$ cat src/rtl/hex_display_pkg.sv
// ----------------------------------------------------------------------------
// hex_display_pkg
// Shared definitions for the seven-segment display controller:
//   - register address map and CTRL bit positions
//   - active-high segment patterns (bit0..6 = a..g) for 0-F, dash and off
//   - decimal-conversion FSM state type
//   - bcd_add3: the add-3 correction step of the double-dabble converter
// ----------------------------------------------------------------------------
package hex_display_pkg;

    localparam int unsigned DATA_W     = 32;
    localparam int unsigned ADDR_W     = 2;
    localparam int unsigned BCD_DIGITS = 10;
    localparam int unsigned BCD_W      = 4 * BCD_DIGITS;
    localparam int unsigned MAX_DIGITS = 8;

    // Register map
    localparam logic [ADDR_W-1:0] ADDR_VALUE = 2'd0;
    localparam logic [ADDR_W-1:0] ADDR_CTRL  = 2'd1;
    localparam logic [ADDR_W-1:0] ADDR_BLANK = 2'd2;

    // CTRL bit positions
    localparam int unsigned CTRL_DEC       = 0;
    localparam int unsigned CTRL_LZS       = 1;
    localparam int unsigned CTRL_DP_LSB    = 8;
    localparam int unsigned CTRL_BLINK_LSB = 16;

    // Active-high segment patterns, gfedcba
    localparam logic [6:0] SEG_PATTERNS [16] = '{
        7'h3F, 7'h06, 7'h5B, 7'h4F, 7'h66, 7'h6D, 7'h7D, 7'h07,
        7'h7F, 7'h6F, 7'h77, 7'h7C, 7'h39, 7'h5E, 7'h79, 7'h71
    };
    localparam logic [6:0] SEG_DASH = 7'h40;
    localparam logic [6:0] SEG_OFF  = 7'h00;

    typedef enum logic [1:0] {
        CONV_IDLE,
        CONV_SHIFT,
        CONV_DONE
    } conv_state_e;

    // Every BCD nibble >= 5 gets +3 so the following left shift carries
    // correctly into the next decimal digit.
    function automatic logic [BCD_W-1:0] bcd_add3(input logic [BCD_W-1:0] bcd);
        logic [BCD_W-1:0] res;
        res = bcd;
        for (int unsigned i = 0; i < BCD_DIGITS; i++) begin
            if (bcd[4*i +: 4] >= 4'd5) begin
                res[4*i +: 4] = bcd[4*i +: 4] + 4'd3;
            end
        end
        return res;
    endfunction

endpackage

$ cat src/rtl/hex_display_ctrl_if.sv
// ----------------------------------------------------------------------------
// hex_display_ctrl_if
// Register-write bus of the display controller.
//   iWR    : write strobe, one write per cycle
//   iADDR  : register select (VALUE / CTRL / BLANK / reserved)
//   iDATA  : write data
//   oBUSY  : decimal conversion in progress
// master = bus side (processor/peripheral bus), slave = display controller.
// ----------------------------------------------------------------------------
interface hex_display_ctrl_if;
    import hex_display_pkg::*;

    logic              iWR;
    logic [ADDR_W-1:0] iADDR;
    logic [DATA_W-1:0] iDATA;
    logic              oBUSY;

    modport master (
        output iWR,
        output iADDR,
        output iDATA,
        input  oBUSY
    );

    modport slave (
        input  iWR,
        input  iADDR,
        input  iDATA,
        output oBUSY
    );

endinterface

$ cat src/rtl/hex_seg_decode.sv
// ----------------------------------------------------------------------------
// hex_seg_decode
// 4-bit value to seven-segment pattern, active-high (bit0..6 = a..g).
//   value : nibble to display
//   seg   : segment pattern, 1 = lit
// Output polarity is applied by the instantiating module.
// ----------------------------------------------------------------------------
module hex_seg_decode
    import hex_display_pkg::*;
(
    input  logic [3:0] value,
    output logic [6:0] seg
);

    always_comb begin
        seg = SEG_PATTERNS[value];
    end

endmodule

$ cat src/rtl/hex_display_ctrl.sv
// ----------------------------------------------------------------------------
// hex_display_ctrl
// Seven-segment display controller for up to eight digits.
//   iCLOCK   : system clock
//   iRESET_N : asynchronous active-low reset
//   bus      : register-write bus (iWR/iADDR/iDATA in, oBUSY out)
//   oHEX     : digit d at [8d+7:8d]; bit0..6 = segments a..g, bit7 = DP
// Registers: VALUE (number), CTRL (DEC, LZS, DP mask, blink mask),
// BLANK (per-digit force dark). Hex mode shows VALUE nibbles directly;
// decimal mode shows the latched result of a double-dabble conversion.
// ----------------------------------------------------------------------------
module hex_display_ctrl
    import hex_display_pkg::*;
#(
    parameter int unsigned NUM_DIGITS = 8,
    parameter int unsigned BLINK_HALF = 25_000_000,
    parameter bit          ACTIVE_LOW = 1'b1
) (
    input  logic                    iCLOCK,
    input  logic                    iRESET_N,
    hex_display_ctrl_if.slave       bus,
    output logic [8*NUM_DIGITS-1:0] oHEX
);

    localparam int unsigned BLINK_W = (BLINK_HALF > 1) ? $clog2(BLINK_HALF) : 1;
    localparam logic [BLINK_W-1:0] BLINK_LAST = BLINK_W'(BLINK_HALF - 1);
    localparam logic [4:0] ITER_LAST = 5'd31;

    // ------------------------------------------------------------------
    // Register file
    // ------------------------------------------------------------------
    logic [DATA_W-1:0]     value_q;
    logic                  ctrl_dec_q;
    logic                  ctrl_lzs_q;
    logic [MAX_DIGITS-1:0] dp_mask_q;
    logic [MAX_DIGITS-1:0] blink_mask_q;
    logic [MAX_DIGITS-1:0] blank_q;

    logic wr_value;
    logic wr_ctrl;
    logic wr_blank;

    always_comb begin
        wr_value = bus.iWR && (bus.iADDR == ADDR_VALUE);
        wr_ctrl  = bus.iWR && (bus.iADDR == ADDR_CTRL);
        wr_blank = bus.iWR && (bus.iADDR == ADDR_BLANK);
    end

    always_ff @(posedge iCLOCK or negedge iRESET_N) begin
        if (!iRESET_N) begin
            value_q      <= '0;
            ctrl_dec_q   <= 1'b0;
            ctrl_lzs_q   <= 1'b0;
            dp_mask_q    <= '0;
            blink_mask_q <= '0;
            blank_q      <= '0;
        end else begin
            if (wr_value) begin
                value_q <= bus.iDATA;
            end
            if (wr_ctrl) begin
                ctrl_dec_q   <= bus.iDATA[CTRL_DEC];
                ctrl_lzs_q   <= bus.iDATA[CTRL_LZS];
                dp_mask_q    <= bus.iDATA[CTRL_DP_LSB +: MAX_DIGITS];
                blink_mask_q <= bus.iDATA[CTRL_BLINK_LSB +: MAX_DIGITS];
            end
            if (wr_blank) begin
                blank_q <= bus.iDATA[MAX_DIGITS-1:0];
            end
        end
    end

    // ------------------------------------------------------------------
    // Decimal conversion (double dabble)
    // ------------------------------------------------------------------
    conv_state_e       state_q, state_d;
    logic [DATA_W-1:0] bin_q, bin_d;
    logic [BCD_W-1:0]  work_q, work_d;
    logic [4:0]        iter_q, iter_d;
    logic [BCD_W-1:0]  bcd_q, bcd_d;

    logic              conv_start;
    logic              conv_abort;
    logic [DATA_W-1:0] start_value;
    logic [BCD_W-1:0]  work_adj;

    always_comb begin
        // A VALUE write converts the incoming data, a CTRL 0->1 write
        // converts the stored VALUE.
        conv_start  = (wr_value && ctrl_dec_q) ||
                      (wr_ctrl && bus.iDATA[CTRL_DEC] && !ctrl_dec_q);
        conv_abort  = wr_ctrl && !bus.iDATA[CTRL_DEC];
        start_value = wr_value ? bus.iDATA : value_q;
        work_adj    = bcd_add3(work_q);
    end

    always_comb begin
        state_d = state_q;
        bin_d   = bin_q;
        work_d  = work_q;
        iter_d  = iter_q;
        bcd_d   = bcd_q;

        if (conv_abort) begin
            state_d = CONV_IDLE;
        end else if (conv_start) begin
            // Restarting mid-conversion simply reloads; latest value wins.
            state_d = CONV_SHIFT;
            bin_d   = start_value;
            work_d  = '0;
            iter_d  = '0;
        end else begin
            case (state_q)
                CONV_SHIFT: begin
                    work_d = {work_adj[BCD_W-2:0], bin_q[DATA_W-1]};
                    bin_d  = {bin_q[DATA_W-2:0], 1'b0};
                    iter_d = iter_q + 5'd1;
                    if (iter_q == ITER_LAST) begin
                        state_d = CONV_DONE;
                    end
                end
                CONV_DONE: begin
                    bcd_d   = work_q;
                    state_d = CONV_IDLE;
                end
                default: begin
                    state_d = CONV_IDLE;
                end
            endcase
        end
    end

    always_ff @(posedge iCLOCK or negedge iRESET_N) begin
        if (!iRESET_N) begin
            state_q <= CONV_IDLE;
            bin_q   <= '0;
            work_q  <= '0;
            iter_q  <= '0;
            bcd_q   <= '0;
        end else begin
            state_q <= state_d;
            bin_q   <= bin_d;
            work_q  <= work_d;
            iter_q  <= iter_d;
            bcd_q   <= bcd_d;
        end
    end

    assign bus.oBUSY = (state_q != CONV_IDLE);

    // ------------------------------------------------------------------
    // Blink timebase
    // ------------------------------------------------------------------
    logic [BLINK_W-1:0] blink_cnt_q;
    logic               blink_phase_q;

    always_ff @(posedge iCLOCK or negedge iRESET_N) begin
        if (!iRESET_N) begin
            blink_cnt_q   <= '0;
            blink_phase_q <= 1'b0;
        end else if (blink_cnt_q == BLINK_LAST) begin
            blink_cnt_q   <= '0;
            blink_phase_q <= ~blink_phase_q;
        end else begin
            blink_cnt_q   <= blink_cnt_q + BLINK_W'(1);
        end
    end

    // ------------------------------------------------------------------
    // Digit selection, suppression and output composition
    // ------------------------------------------------------------------
    logic [3:0]            nib     [NUM_DIGITS];
    logic [6:0]            seg_raw [NUM_DIGITS];
    logic [NUM_DIGITS-1:0] nz_vec;
    logic [NUM_DIGITS-1:0] lzs_dark;
    logic                  bcd_ovf;
    logic                  ovf_active;

    always_comb begin
        bcd_ovf = 1'b0;
        for (int unsigned i = NUM_DIGITS; i < BCD_DIGITS; i++) begin
            bcd_ovf = bcd_ovf | (bcd_q[4*i +: 4] != 4'd0);
        end
        ovf_active = ctrl_dec_q && bcd_ovf;

        for (int unsigned d = 0; d < NUM_DIGITS; d++) begin
            nib[d]    = ctrl_dec_q ? bcd_q[4*d +: 4] : value_q[4*d +: 4];
            nz_vec[d] = (nib[d] != 4'd0);
        end

        // A digit is leading when no displayed digit at or above it is
        // nonzero; digit 0 is never suppressed.
        for (int unsigned d = 0; d < NUM_DIGITS; d++) begin
            lzs_dark[d] = ctrl_lzs_q && !ovf_active && (d != 0) &&
                          !(|(nz_vec >> d));
        end
    end

    for (genvar g = 0; g < NUM_DIGITS; g++) begin : g_digit
        hex_seg_decode u_seg_decode (
            .value (nib[g]),
            .seg   (seg_raw[g])
        );
    end

    always_comb begin
        logic       dark;
        logic       dp;
        logic [6:0] seg;
        logic [7:0] lit;

        oHEX = '0;
        for (int unsigned d = 0; d < NUM_DIGITS; d++) begin
            dark = blank_q[d] || (blink_phase_q && blink_mask_q[d]);
            dp   = 1'b0;
            seg  = SEG_OFF;
            if (!dark) begin
                dp = dp_mask_q[d];
                if (lzs_dark[d]) begin
                    seg = SEG_OFF;
                end else if (ovf_active) begin
                    seg = SEG_DASH;
                end else begin
                    seg = seg_raw[d];
                end
            end
            lit = {dp, seg};
            oHEX[8*d +: 8] = ACTIVE_LOW ? ~lit : lit;
        end
    end

endmodule

$ cat src/flat_wrapper.sv
// flat-port wrapper written by rule: the top's interface ports become plain ports
module hex_display_ctrl_flat import hex_display_pkg::*;
#(
    parameter int unsigned NUM_DIGITS = 8,
    parameter int unsigned BLINK_HALF = 25_000_000,
    parameter bit          ACTIVE_LOW = 1'b1
)
  (iCLOCK, iRESET_N, oHEX, bus_iWR, bus_iADDR, bus_iDATA, bus_oBUSY);
  hex_display_ctrl_if bus_i ();
  input  logic iCLOCK;
  input  logic iRESET_N;
  output logic [8*NUM_DIGITS-1:0] oHEX;
  input wire logic [$bits(bus_i.iWR)-1:0] bus_iWR;
  input wire logic [$bits(bus_i.iADDR)-1:0] bus_iADDR;
  input wire logic [$bits(bus_i.iDATA)-1:0] bus_iDATA;
  output wire logic [$bits(bus_i.oBUSY)-1:0] bus_oBUSY;
  assign bus_i.iWR = bus_iWR;
  assign bus_i.iADDR = bus_iADDR;
  assign bus_i.iDATA = bus_iDATA;
  assign bus_oBUSY = bus_i.oBUSY;
  hex_display_ctrl #(.NUM_DIGITS(NUM_DIGITS), .BLINK_HALF(BLINK_HALF), .ACTIVE_LOW(ACTIVE_LOW)) u_core (.iCLOCK(iCLOCK), .iRESET_N(iRESET_N), .bus(bus_i), .oHEX(oHEX));
endmodule
$ cat config.mk
export PLATFORM = sky130hd
export DESIGN_NAME = hex_display_ctrl_flat
export DESIGN_NICKNAME = d
export VERILOG_FILES = /design/src/rtl/hex_display_pkg.sv /design/src/rtl/hex_display_ctrl_if.sv /design/src/rtl/hex_seg_decode.sv /design/src/rtl/hex_display_ctrl.sv /design/src/flat_wrapper.sv
export SDC_FILE = /design/constraint.sdc
export NUM_CORES = 1
export LEC_CHECK = 0
export CORE_MARGIN = 2
export CORE_UTILIZATION = 55
export DETAILED_ROUTE_END_ITERATION = 8
export GPL_TIMING_DRIVEN = 0
export MAX_ROUTING_LAYER = met4
export PLACE_DENSITY = 0.77
export SLEW_MARGIN = 10
export SYNTH_ARGS = -nofsm -noshare
export SYNTH_HDL_FRONTEND = slang
export SYNTH_SLANG_ARGS = --single-unit
$ cat constraint.sdc
create_clock -name iCLOCK -period 6.6 [get_ports iCLOCK]
set_clock_uncertainty 0.2 [all_clocks]
set_input_delay 1.32 -clock iCLOCK [delete_from_list [all_inputs] [get_ports iCLOCK]]
set_output_delay 1.32 -clock iCLOCK [all_outputs]
set_load 0.005 [all_outputs]
# Yosys cells after proc, flatten, opt, wreduce, memory -nomap -nowiden
# Memory sizes are Yosys's and may differ from the RTL's.
# Index checks and enable logic that the tools add are counted.
totals:
  register_bits: 203
  latch_bits: 0
  mem_bits_rw: 0
  mem_bits_ro: 896
  elab_cells: 218
  n_memories: 8
mem_list:
  columns: ["memory", "words", "word_bits", "read_ports", "rd_ports_with_merged_regs", "wr", "line_no", "source"]
  rows:
  - ["(name not given)", 16, 7, 1, 0, 0, "hex_seg_decode.sv:16", "seg = SEG_PATTERNS[value];"]
  - ["(name not given)", 16, 7, 1, 0, 0, "hex_seg_decode.sv:16", null]
  - ["(name not given)", 16, 7, 1, 0, 0, "hex_seg_decode.sv:16", null]
  - ["(name not given)", 16, 7, 1, 0, 0, "hex_seg_decode.sv:16", null]
  - ["(name not given)", 16, 7, 1, 0, 0, "hex_seg_decode.sv:16", null]
  - ["(name not given)", 16, 7, 1, 0, 0, "hex_seg_decode.sv:16", null]
  - ["2 more memories", null, null, null, null, null, null, null]
classes:
  n_addsub: 12
  mul: 0
  div_mod_pow: 0
  n_lt_le_gt_ge: 18
  n_eq_ne: 7
  shift: 0
  muxes: 77
  n_bitwise: 20
  reduce_logical: 63
op_table:
  columns: ["operator", "count"]
  rows:
  - ["7-bit 2-to-1 mux", 39]
  - ["32-bit 2-to-1 mux", 3]
  - ["40-bit 2-to-1 mux", 2]
  - ["4-bit 2-to-1 mux", 17]
  - ["8-bit NOT", 8]
  - ["4-bit by 3-bit greater-or-equal comparator with 1-bit output (second input constant)", 10]
  - ["5-bit greater-or-equal comparator (second input constant)", 8]
  - ["4-bit NOT with 5-bit output", 8]
  - ["4-bit by 2-bit adder with 4-bit output (second input constant)", 9]
  - ["4-bit nonzero test", 9]
  - ["25-bit by 1-bit adder with 25-bit output (second input constant)", 1]
  - ["25-bit == test (second input constant)", 1]
  - ["25-bit 2-to-1 mux", 1]
  - ["1-bit logical AND", 24]
  - ["1-bit logical NOT", 10]
  - ["5-bit 2-to-1 mux", 2]
  - ["1-bit logical OR", 9]
  - ["1-bit 2-to-1 mux", 8]
  - ["2-bit 2-to-1 mux", 4]
  - ["7-bit OR reduction", 1]
  - ["6-bit OR reduction", 1]
  - ["5-bit by 1-bit adder with 5-bit output (second input constant)", 1]
  - ["5-bit == test (second input constant)", 1]
  - ["5-bit OR reduction", 1]
  - ["14 further kinds", 19]

# Longest topological paths before layout
depth:
  word_depth: 9
  ltp_mapped: 12
  ltp_nobuf: 8

# Cells and area by module
# A second synthesis with hierarchy kept.
hier_totals:
  cells_unflattened: 1161
  hier_area_um2: 12228.0
by_module_without_submodules:
  columns: ["mod", "n_inst", "cells_per_inst", "area_each_um2", "seq_area_each_um2"]
  rows:
  - ["hex_display_ctrl", 1, 897, 9928.3, 5079.9]
  - ["hex_seg_decode at u_core.g_digit[4].u_seg_decode ...", 4, 33, 286.5, 0.0]
  - ["hex_seg_decode at u_core.g_digit[0].u_seg_decode ...", 3, 33, 290.3, 0.0]
  - ["hex_seg_decode at u_core.g_digit[1].u_seg_decode", 1, 33, 282.8, 0.0]

# Worst setup path after synthesis
# Ideal clock, no wire load.
synth_path:
  path_type: "register to output"
  startpoint: "register u_core.ctrl_dec_q"
  endpoint: "output port oHEX[33]"
  arrival_ns: 2.701
  slack_ns: 2.379
  stages_incl_launch_ff: 12
  path_buffers: 3
  cell_sequence: "dfrtp_1 -> buf_6 -> buf_2 -> buf_2 -> mux2_2 -> inv_1 -> ha_1 -> nor4bb_1 -> o2111ai_1 -> o31ai_1 -> nor2_1 -> o311ai_1"
synth_between:
  elab_chain_cells: 9
synth_rtl:
  columns: ["item", "line_no", "source"]
  rows:
  - ["from (decl)", "hex_display_ctrl.sv:33", "logic ctrl_dec_q;"]
  - ["from (signal assigned)", "hex_display_ctrl.sv:62", "ctrl_dec_q <= bus.iDATA[CTRL_DEC];"]
  - ["4-bit 2-to-1 mux", "hex_display_ctrl.sv:187", "nib[d] = ctrl_dec_q ? bcd_q[4*d +: 4] : value_q[4*d +: 4];"]
  - ["4-bit NOT with 5-bit output (implied by the code)", "hex_seg_decode.sv:16", null]
  - ["memory 16 x 7 bit", null, null]
  - ["7-bit 2-to-1 mux (implied by the code) (2 in a row)", "hex_seg_decode.sv:16", null]
  - ["7-bit 2-to-1 mux", "hex_display_ctrl.sv:221", "end else if (ovf_active) begin"]
  - ["7-bit 2-to-1 mux (*)", "hex_display_ctrl.sv:219", "if (lzs_dark[d]) begin"]
  - ["7-bit 2-to-1 mux (*)", "hex_display_ctrl.sv:217", "if (!dark) begin"]
  - ["8-bit NOT (*)", "hex_display_ctrl.sv:228", "oHEX[8*d +: 8] = ACTIVE_LOW ? ~lit : lit;"]
  - ["to (decl)", "flat_wrapper.sv:12", "output logic [8*NUM_DIGITS-1:0] oHEX;"]
# Mark *: on every way between the ends. The rest lies on a longest branch, timed or not. The select of a mux whose other input is x is not followed.

# Worst setup path after layout
layout_path:
  startpoint: "register u_core.ctrl_dec_q"
  endpoint: "output port oHEX[17]"
# The elaborated chain is that of the path after synthesis.

==> PnR_summary.wiki <==
{| class="wikitable"
! Metric !! Value
|-
| Critical Path End Type || output pin
|-
| Worst ir drop on vdd || 0.0002463 V
|-
| Post-DRT Antenna Nets || 0
|-
| Post-synth EDFFs || 0
|-
| Maximum clock rate || around 160 MHz
|-
| Start point of the worst hold path || u_core.blink_cnt_q[0]$_DFF_PN0_
|-
| Slowest-stage cell, CP || clkdlybuf4s50_1
|-
| Count of buffer and inverter cells on the critical path || 5
|-
| Area share of the leading cell type in the synthesized netlist || 42.47%
|-
| Worst-case reg-to-reg path depth || 7
|-
| Crit path time final || ~6.3 ns
|-
| Critical path startpoint || u_core.ctrl_dec_q$_DFFE_PN0N_
|-
| Most used flip-flop cell after synthesis || dfrtp_1
|-
| Arrival time worst endpoint || 4.78 ns
|-
| Number of search-and-repair iterations in the first detailed-routing pass || 5
|-
| Area growth from synthesis to final layout || 18.13%
|-
| H-tree level count || 1
|-
| Initial drt markers || 585
|-
| Area of all placed cells without fillers || 14130 um2
|-
| Ranking of synthesized cells by area || dfrtp_1 (42%), ha_1 (7.4%), mux2_2 (7.2%), mux2i_1 (5.8%), mux2_4 (5.1%)
|-
| Most repeated library cell on the critical path || buf_2
|-
| RD Place Congestion || 0.9422
|-
| Effective utilization at floorplan || around 57%
|-
| Hold-fix buffers, CTS || 0
|-
| Fraction of layout cells with a size suffix above 1 || 13.75%
|-
| Class of the tightest hold or removal check || register to register
|-
| Run status || completed
|-
| Final wirelength || 30.42 mm
|-
| Post-synthesis sequential element count || 203
|-
| Overflow left after global routing || 0
|-
| Setup violation total in the final timing report || 0
|-
| Worst-path cell chain || buf_6, buf_2, buf_2, mux2_2, inv_1, ha_1, nor4bb_1, o2111ai_1, nor4_2, nor2_1, o311ai_0, clkdlybuf4s50_1
|-
| Leading area contributor after synthesis || dfrtp_1
|-
| Endpoint with the worst hold slack || u_core.blink_cnt_q[0]$_DFF_PN0_
|-
| RSZ-0062 raised after global routing || false
|-
| Net count after synthesis || about 1300
|-
| Leakage power figure || approximately 6.4 nW
|-
| Worst Hold Slack || approximately 0.29 ns
|-
| Total power divided by cell area || between 300 and 400 nW/um2
|-
| Clock-pin slew of the registers on the worst-case setup and hold paths || 0.06 ns
|-
| Final HPWL DP || 21.88 mm
|-
| Horizontal extent of the die || 151.5 um
|-
| Startpoint type of the worst setup path || register
|-
| Initial antenna violation count || 0
|-
| Most common library cell in the layout ignoring fill and taps || dfrtp_1
|-
| Cells on Worst Hold Path || 1
|-
| GR Util All Layers || between 20% and 30%
|-
| Number of hold violations in the final report || 0
|-
| Number of maximum-capacitance constraint violations || 0
|-
| Clock tree from TritonCTS || built
|-
| Number of vias per cell after detailed routing || 5.924
|-
| Number of primary I/O pins || 102
|-
| Placed cell area || ~13000 um2
|-
| Number of buffers inserted by port buffering || approximately 100
|-
| Average size of a mapped cell || 10.18 um2
|-
| Clock buffer count from CTS || 22
|-
| Remaining DRCs || 0
|-
| Max incr delay on CP || 0.57 ns
|-
| Post-synthesis cell count || 1175
|-
| Maximum number of pins on one net before global-route repair || between 100 and 150
|-
| Final net count || roughly 1400
|-
| Die height || 151.5 um
|-
| Number of slew-limit violations in the final report || 0
|-
| Clock sink count || 203
|-
| Number of library cell types mapped by synthesis || 57
|-
| Setup slack on the worst flop-to-flop path || 4.05 ns
|-
| Family with the most delay on the worst path || buffers and inverters
|-
| Sequential element share of the synthesized area || 42.47%
|-
| Worst reg2reg startpoint || u_core.blink_cnt_q[0]$_DFF_PN0_
|-
| Proportion of register bits with asynchronous set or reset after synthesis || 100.0%
|-
| Req. time, crit path || 5.08 ns
|-
| Share of the clock period used by the worst path || a little over nine tenths
|-
| Root Buffer || clkbuf_16
|-
| Worst setup path class || register to output pin
|-
| Highest-count cells in the layout ignoring fill and taps || dfrtp_1 (203), nand2_1 (148), clkdlybuf4s50_1 (100)
|-
| Worst-margin pin slew || 0.8551 ns
|-
| Least setup slack across all paths after layout || 0.2989 ns
|-
| Global-route wire length before repair || 48.24 mm
|-
| Antenna diodes || 0
|-
| Via count of the first global-routing pass || 9187
|-
| Wire per inst || 19.12 um
|-
| Destination of the worst register-to-register timing path || u_core.blink_cnt_q[13]$_DFF_PN0_
|-
| Count of standard-cell rows || 53
|-
| Count of yosys warnings during synthesis || 0
|-
| Clk Latency, worst-skew pair || 0.51 ns
|-
| Buffer count from post-CTS setup fixing || 0
|-
| Clk buf depth || 3
|-
| Placement-stage worst setup slack || ~0.83 ns
|-
| Area of the core || 21150 um2
|-
| Total via count in the routed design || 9425
|-
| Worst max-slew margin expressed relative to the limit || between 40% and 50%
|-
| Cell area after synthesis || 11960 um2
|-
| Area of the die || 22940 um2
|-
| Worst Path Max Fanout || 10
|}
[synthesized netlist by cell type, drive strengths merged (18+ instances only)]
master	n
o211ai	18
nor2	63
o21ai	90
nand2	148
inv	45
mux2i	70
xnor2	22
ha	71
nand3	24
a211oi	23
dfrtp	203
clkbuf	33
mux2	117
a21oi	80
[layer usage]
layer | global-route usage (%) | vias to the layer above | routed length [um] | share of wire [%]
met5 | - | - | 0 | 0
met4 | 8.692 | 0 | 886 | 2.9
met3 | 2.754 | 62 | 1377 | 4.5
met2 | 43.69 | 256 | 14180 | 47
met1 | 38.12 | 4655 | 13970 | 46
li1 | - | 4452 | - | -
[layout make-up]
class                   instances  area, um2
repair buffers                102       1044
plain buffers                  50      257.7
clock buffers                  32      659.4
inverters                      45      168.9
well taps                     275      344.1
flip-flops and latches        203       5080
multi-input cells             877       6457
fillers                      1620       7025
clock inverters                 7      117.6
[repair_timing]
item,in CTS,in global routing
gates resized for setup,0,1
endpoints found under the hold margin,0,0
endpoints found under the setup margin,0,1
[worst register-to-register path: cells and delay by family, from the launching register on]
kind,cells,cell delay (ns)
buffers and inverters,2,0.50
adders and majority gates,1,0.23
and+or+nand+nor,4,1.10
DFF,1,0.39
[flip-flops by register name, summed over array words and instances, names as in the netlist]
register,flops
u_core.bcd_q,40
u_core.work_q,40
u_core.bin_q,32
u_core.value_q,32
u_core.blink_cnt_q,25
u_core.blank_q,8
u_core.blink_mask_q,8
u_core.dp_mask_q,8
u_core.iter_q,5
u_core.state_q,2
u_core.blink_phase_q,1
u_core.ctrl_dec_q,1
u_core.ctrl_lzs_q,1
[logic make-up after synthesis]
kind of cell    Yosys count  synth area share [%]
compound gates          254                 12.76
xor+xnor                 37                 2.709
flops                   203                 42.47
fa+ha+maj                71                 7.428
simple gates            328                 12.87
mux                     187                 18.19
buf+inv                  95                 3.567
[report_power, final]
part / switching [mW] / total (mW) / internal [mW]
logic: 0.967 / 1.86 / 0.894
clock network: 0.494 / 1.30 / 0.809
registers: 0.268 / 1.80 / 1.53
[how the worst max path moves through the flow]
stage | endpoint | slack, ns | depth (start not counted)
finish | oHEX[17] | 0.30 | 12
global route | oHEX[17] | 0.10 | 12
CTS | oHEX[17] | 0.27 | 12
detailed placement | oHEX[17] | 0.83 | 12
global placement | u_core.value_q[26]$_DFF_PN0_ | -4.33 | 1
floorplan | oHEX[33] | 2.38 | 11
[per-stage QoR]
step                      cells  power (mW)  setup TNS (ns)  utilization, %
after global placement     1551       3.574         -877.02           62.94
after global routing       1591       5.291               0           66.79
after CTS                  1591       4.956               0           66.77
final                      1591       4.960               0           66.79
after detailed placement   1552       3.643               0           63.10
after floorplan            1175       2.984               0               -
Note: power is estimated with default switching activity, not from simulation.
